===== config.mk =====
export PLATFORM = sky130hd
export DESIGN_NAME = instr_wb_master
export DESIGN_NICKNAME = d
export VERILOG_FILES = /design/src/rtl/instr_wb_master.sv
export SDC_FILE = /design/constraint.sdc
export NUM_CORES = 1
export LEC_CHECK = 0
export BUFFER_PORTS_ARGS = -buffer_cell sky130_fd_sc_hd__buf_2
export CAP_MARGIN = 5
export CORE_ASPECT_RATIO = 0.9
export CORE_MARGIN = 2
export CORE_UTILIZATION = 45
export CTS_CLUSTER_SIZE = 12
export DETAILED_ROUTE_END_ITERATION = 10
export GPL_TIMING_DRIVEN = 0
export PLACE_DENSITY = 0.78
export SLEW_MARGIN = 20
export SYNTH_ARGS = -nofsm -noshare
export SYNTH_HDL_FRONTEND = slang
export SYNTH_SLANG_ARGS = --single-unit

===== constraint.sdc =====
create_clock -name clk_i -period 11.3 [get_ports clk_i]
set_clock_uncertainty 0.15 [all_clocks]
set_input_delay 2.26 -clock clk_i [delete_from_list [all_inputs] [get_ports clk_i]]
set_output_delay 2.26 -clock clk_i [all_outputs]
set_load 0.02 [all_outputs]

===== src/rtl/instr_wb_master.sv =====
// Wishbone B4 pipelined single-transfer master for instrumentation accesses.
// One transfer at a time: latch request, present strobe until accepted, wait for ack or timeout.
module instr_wb_master #(
    parameter int unsigned TIMEOUT_CYCLES = 16
) (
    input  logic        clk_i,
    input  logic        rst_i,
    output logic [31:0] wb_adr_o,
    output logic [31:0] wb_dat_o,
    input  logic [31:0] wb_dat_i,
    output logic        wb_we_o,
    output logic [3:0]  wb_sel_o,
    output logic        wb_stb_o,
    input  logic        wb_ack_i,
    output logic        wb_cyc_o,
    input  logic        wb_stall_i,
    input  logic        request_i,
    input  logic [31:0] req_adr_i,
    input  logic [31:0] req_dat_i,
    input  logic        req_we_i,
    input  logic [3:0]  req_sel_i,
    output logic        busy_o,
    output logic        done_o,
    output logic        error_o,
    output logic [31:0] read_data_o
);

    typedef enum logic [1:0] {IDLE, REQUEST, WAIT_ACK, DONE} state_e;

    localparam logic [7:0] TO_LAST = 8'(TIMEOUT_CYCLES - 1);

    state_e      state_q;
    logic [7:0]  cnt_q;
    logic [31:0] adr_q, dat_q, rdata_q;
    logic [3:0]  sel_q;
    logic        we_q, stb_q, cyc_q, busy_q, done_q, err_q;

    logic        timeout;
    logic        ack_ok;

    assign timeout = (cnt_q == TO_LAST);
    // An ack only counts once the strobe has been accepted (stall low) or afterwards.
    assign ack_ok  = wb_ack_i && ((state_q == WAIT_ACK) || (state_q == REQUEST && !wb_stall_i));

    always_ff @(posedge clk_i or posedge rst_i) begin
        if (rst_i) begin
            state_q <= IDLE;
            cnt_q   <= '0;
            adr_q   <= '0;
            dat_q   <= '0;
            rdata_q <= '0;
            sel_q   <= '0;
            we_q    <= 1'b0;
            stb_q   <= 1'b0;
            cyc_q   <= 1'b0;
            busy_q  <= 1'b0;
            done_q  <= 1'b0;
            err_q   <= 1'b0;
        end else begin
            case (state_q)
                IDLE: begin
                    done_q <= 1'b0;
                    err_q  <= 1'b0;
                    if (request_i) begin
                        adr_q   <= req_adr_i;
                        dat_q   <= req_dat_i;
                        we_q    <= req_we_i;
                        sel_q   <= req_sel_i;
                        cyc_q   <= 1'b1;
                        stb_q   <= 1'b1;
                        busy_q  <= 1'b1;
                        cnt_q   <= '0;
                        state_q <= REQUEST;
                    end
                end
                REQUEST, WAIT_ACK: begin
                    // Ack beats a simultaneous timeout.
                    if (ack_ok) begin
                        if (!we_q) rdata_q <= wb_dat_i;
                        cyc_q   <= 1'b0;
                        stb_q   <= 1'b0;
                        done_q  <= 1'b1;
                        err_q   <= 1'b0;
                        state_q <= DONE;
                    end else if (timeout) begin
                        cyc_q   <= 1'b0;
                        stb_q   <= 1'b0;
                        done_q  <= 1'b1;
                        err_q   <= 1'b1;
                        state_q <= DONE;
                    end else begin
                        cnt_q <= cnt_q + 8'd1;
                        if (state_q == REQUEST && !wb_stall_i) begin
                            stb_q   <= 1'b0;
                            state_q <= WAIT_ACK;
                        end
                    end
                end
                DONE: begin
                    done_q  <= 1'b0;
                    err_q   <= 1'b0;
                    busy_q  <= 1'b0;
                    state_q <= IDLE;
                end
                default: state_q <= IDLE;
            endcase
        end
    end

    assign wb_adr_o    = adr_q;
    assign wb_dat_o    = dat_q;
    assign wb_we_o     = we_q;
    assign wb_sel_o    = sel_q;
    assign wb_stb_o    = stb_q;
    assign wb_cyc_o    = cyc_q;
    assign busy_o      = busy_q;
    assign done_o      = done_q;
    assign error_o     = err_q;
    assign read_data_o = rdata_q;

endmodule

==> flow_summary.yaml <==
outcome:
  status: "finished clean"
yosys:
  yosys_warnings: 0
  muxShareOfSynthArea_pct: 25.6
  synth_simple_gate_area_share_pct: 4.26
  synth_compound_area_share_pct: 4.12
  synth_top_area_share_pct: 62.5
  syn_area_sq_um: 4640
  synthAdderAreaFrac_pct: 1.35
  synth_area_leaders: "dfrtp_1 (63%), mux2_2 (25%), ha_1 (1.3%), nand2_1 (0.73%), mux2i_1 (0.65%)"
  ys.flop_type: "dfrtp_1"
  yosysUniqueCellTypes: 40
  synthArstFlopShare_pct: 100
  yosys.area_share.xor_xnor_pct: 0
  synth_top_family_by_area: "multiplexers"
  yosysTopAreaCell: "dfrtp_1"
  synthCells: 308
  seq_area_frac_synth_pct: 62.5
  avgSynthCellArea_sq_um: 15.1
  syn-num-nets: 419
  ys_ff_latch: 116
  synth_edf_count: 0
floorplanning:
  core_area_sq_um: 10200
  rows: 35
  die_w_um: 111
  die_height_um: 100
  initial_core_util_pct: 45.7
  ios: 212
  die_area_sq_um: 11200
hold_path:
  hold_depth: 1
  hold_class: "register to register"
layout:
  n_antenna_cell: 0
  syn2layout_area_growth_pct: 40.0
  final_area_sq_um: 6500
  stdcell_count: 681
  drive_gt1_share_pct: 65.6
  layout_commonest_cell: "buf_2"
  layout_common_cells: "buf_2 (214), dfrtp_1 (116), mux2_2 (103)"
  num-nets-final: 650
cts:
  cts_sinks: 116
  clk_pin_slew_ns: 0.06
  clockBufferDepth: 2
  clkLatencyLatePin_ns: 0.41
  post_cts_buffers: 0
  cts_tree: "yes"
  clockRootBuffer: "clkbuf_16"
  numCtsBuffers: 17
  cts_resized: 0
  postCtsHoldBufs: 0
  cts_max_level: 4
global_routing:
  antenna_found_initial: 0
  grt_max_degree: 69
  grtUsageTotal_pct: 20.2
  grt_overflow_total: 0
  grt_pass1_wl_mm: 17.6
  grt_pass1_vias: 3618
sta:
  setup_viol: 0
  rsz0062_at_grt: "no"
  fmaxAchievable_ghz: 0.280
  hold_ws_ns: 0.347
  fin_setup_tns_ns: 0
  timing.final.crit_period_ns: 3.58
  worstMarginPinSlew_ns: 0.708
  slew-limit-headroom_pct: 52.8
  fin_crit_sh_pct: 31.7
  report.final.slew_viol_count: 0
  finalHoldViolations: 0
worst_setup_path:
  cp.arrival_ns: 3.71
  critPathMaxFanout: 10
  crit_type: "primary input to register"
  cp-start-kind: "primary input"
  worstSetupEndpointType: "register"
  critPathRequiredTime_ns: 11.43
  r2r_cells: 5
detailed_routing:
  drt_iter0_markers: 86
  wl_per_cell_um: 16.2
  drtAntennaViolNets: 0
  drc: 0
  via_per_inst: 5.00
  wl_mm: 11.0
  num_vias: 3407
  dr.pass1.iters: 4
place:
  placed_area_sq_um: 5890
  placedCellCount: 649
  io_buffer_count: 211
  dp_hpwl_mm: 8.01
  gp_congestion: 0.721
pwr:
  p_per_area_nw_per_um2: 337
  p_leak_nw: 3.24
  ir_worst_vdd_mv: 0.192
flow_run:
  drv_cap: 0
worst max-delay path, cell delays in order:
cell and delay, ns:
buf_2 0.08, and2b_2 0.24, o21a_1 0.20, nand3b_1 0.24
buf_2 0.32, mux2_2 0.37
flip-flops by register name, summed over array words and instances (netlist names):
register and flops:
error_o 1, busy_o 1, wb_cyc_o 1, wb_adr_o 32
wb_sel_o 4, state_q 2, wb_stb_o 1, wb_dat_o 32
cnt_q 8, done_o 1, wb_we_o 1, read_data_o 32
power breakdown:
part           total (mW)  switching (mW)  internal [mW]
Clock               0.547           0.199          0.348
Combinational       0.918           0.519          0.399
Sequential          0.723           0.104          0.619
metal layers:
| metal | GRT usage [%] | up-vias | routed length [um] |
|---|---|---|---|
| met3 | 8.21 | 20 | 969 |
| met1 | 23.0 | 1654 | 4370 |
| li1 | - | 1568 | - |
| met2 | 35.0 | 165 | 5530 |
| met5 | 0 | - | 0 |
| met4 | 7.12 | 0 | 146 |
cell type report:
| cell class | count | area (sq um) |
|---|---|---|
| buffer | 12 | 70.1 |
| inverter | 8 | 35.0 |
| timing repair buffer | 212 | 1080 |
| fill | 768 | 3660 |
| sequential | 116 | 2900 |
| tap | 129 | 161 |
| multi-input combinational | 172 | 1640 |
| clock buffer | 17 | 425 |
| clock inverter | 15 | 183 |
cells in the mapped netlist, types with 2 or more instances:
library cell,instances
nand2_1,9
nor3_1,5
nor4_1,4
ha_1,5
nor2b_1,2
mux2_2,103
buf_2,3
dfrtp_1,116
o211ai_1,2
o22a_1,2
clkbuf_1,6
nor2_1,5
a21oi_1,3
inv_1,8
mux2i_1,3
o21ai_0,5
nand3_1,4
kinds of logic (layout without fill, tap and decap cells):
logic type	Yosys count	in the layout
AOI/OAI and AO/OA	24	24
DFF	116	116
adders and majority gates	5	5
muxes	106	106
buffers and inverters	20	264
and+or+nand+nor	37	37
worst paths after layout:
path / start / to / slack, ns
max in group asynchronous: rst_i / read_data_o[17] / 8.60
min reg2reg: read_data_o[19] / read_data_o[19] / 0.35
min in group asynchronous: rst_i / wb_dat_o[20] / 1.73
min: read_data_o[19] / read_data_o[19] / 0.35
max: wb_stall_i / read_data_o[25] / 7.72
max reg2reg: state_q[0] / wb_dat_o[21] / 8.94
per-stage QoR:
| step | worst slack, ns | power (mW) | util (%) |
|---|---|---|---|
| floorplan | 5.82 | 1.34 | - |
| global placement | 4.67 | 1.61 | 57.7 |
| detailed placement | 7.28 | 1.65 | 58.0 |
| CTS | 7.68 | 2.21 | 64.0 |
| global route | 7.62 | 2.31 | 64.0 |
| finish | 7.72 | 2.19 | 64.0 |
(Power assumes the default switching activity.)
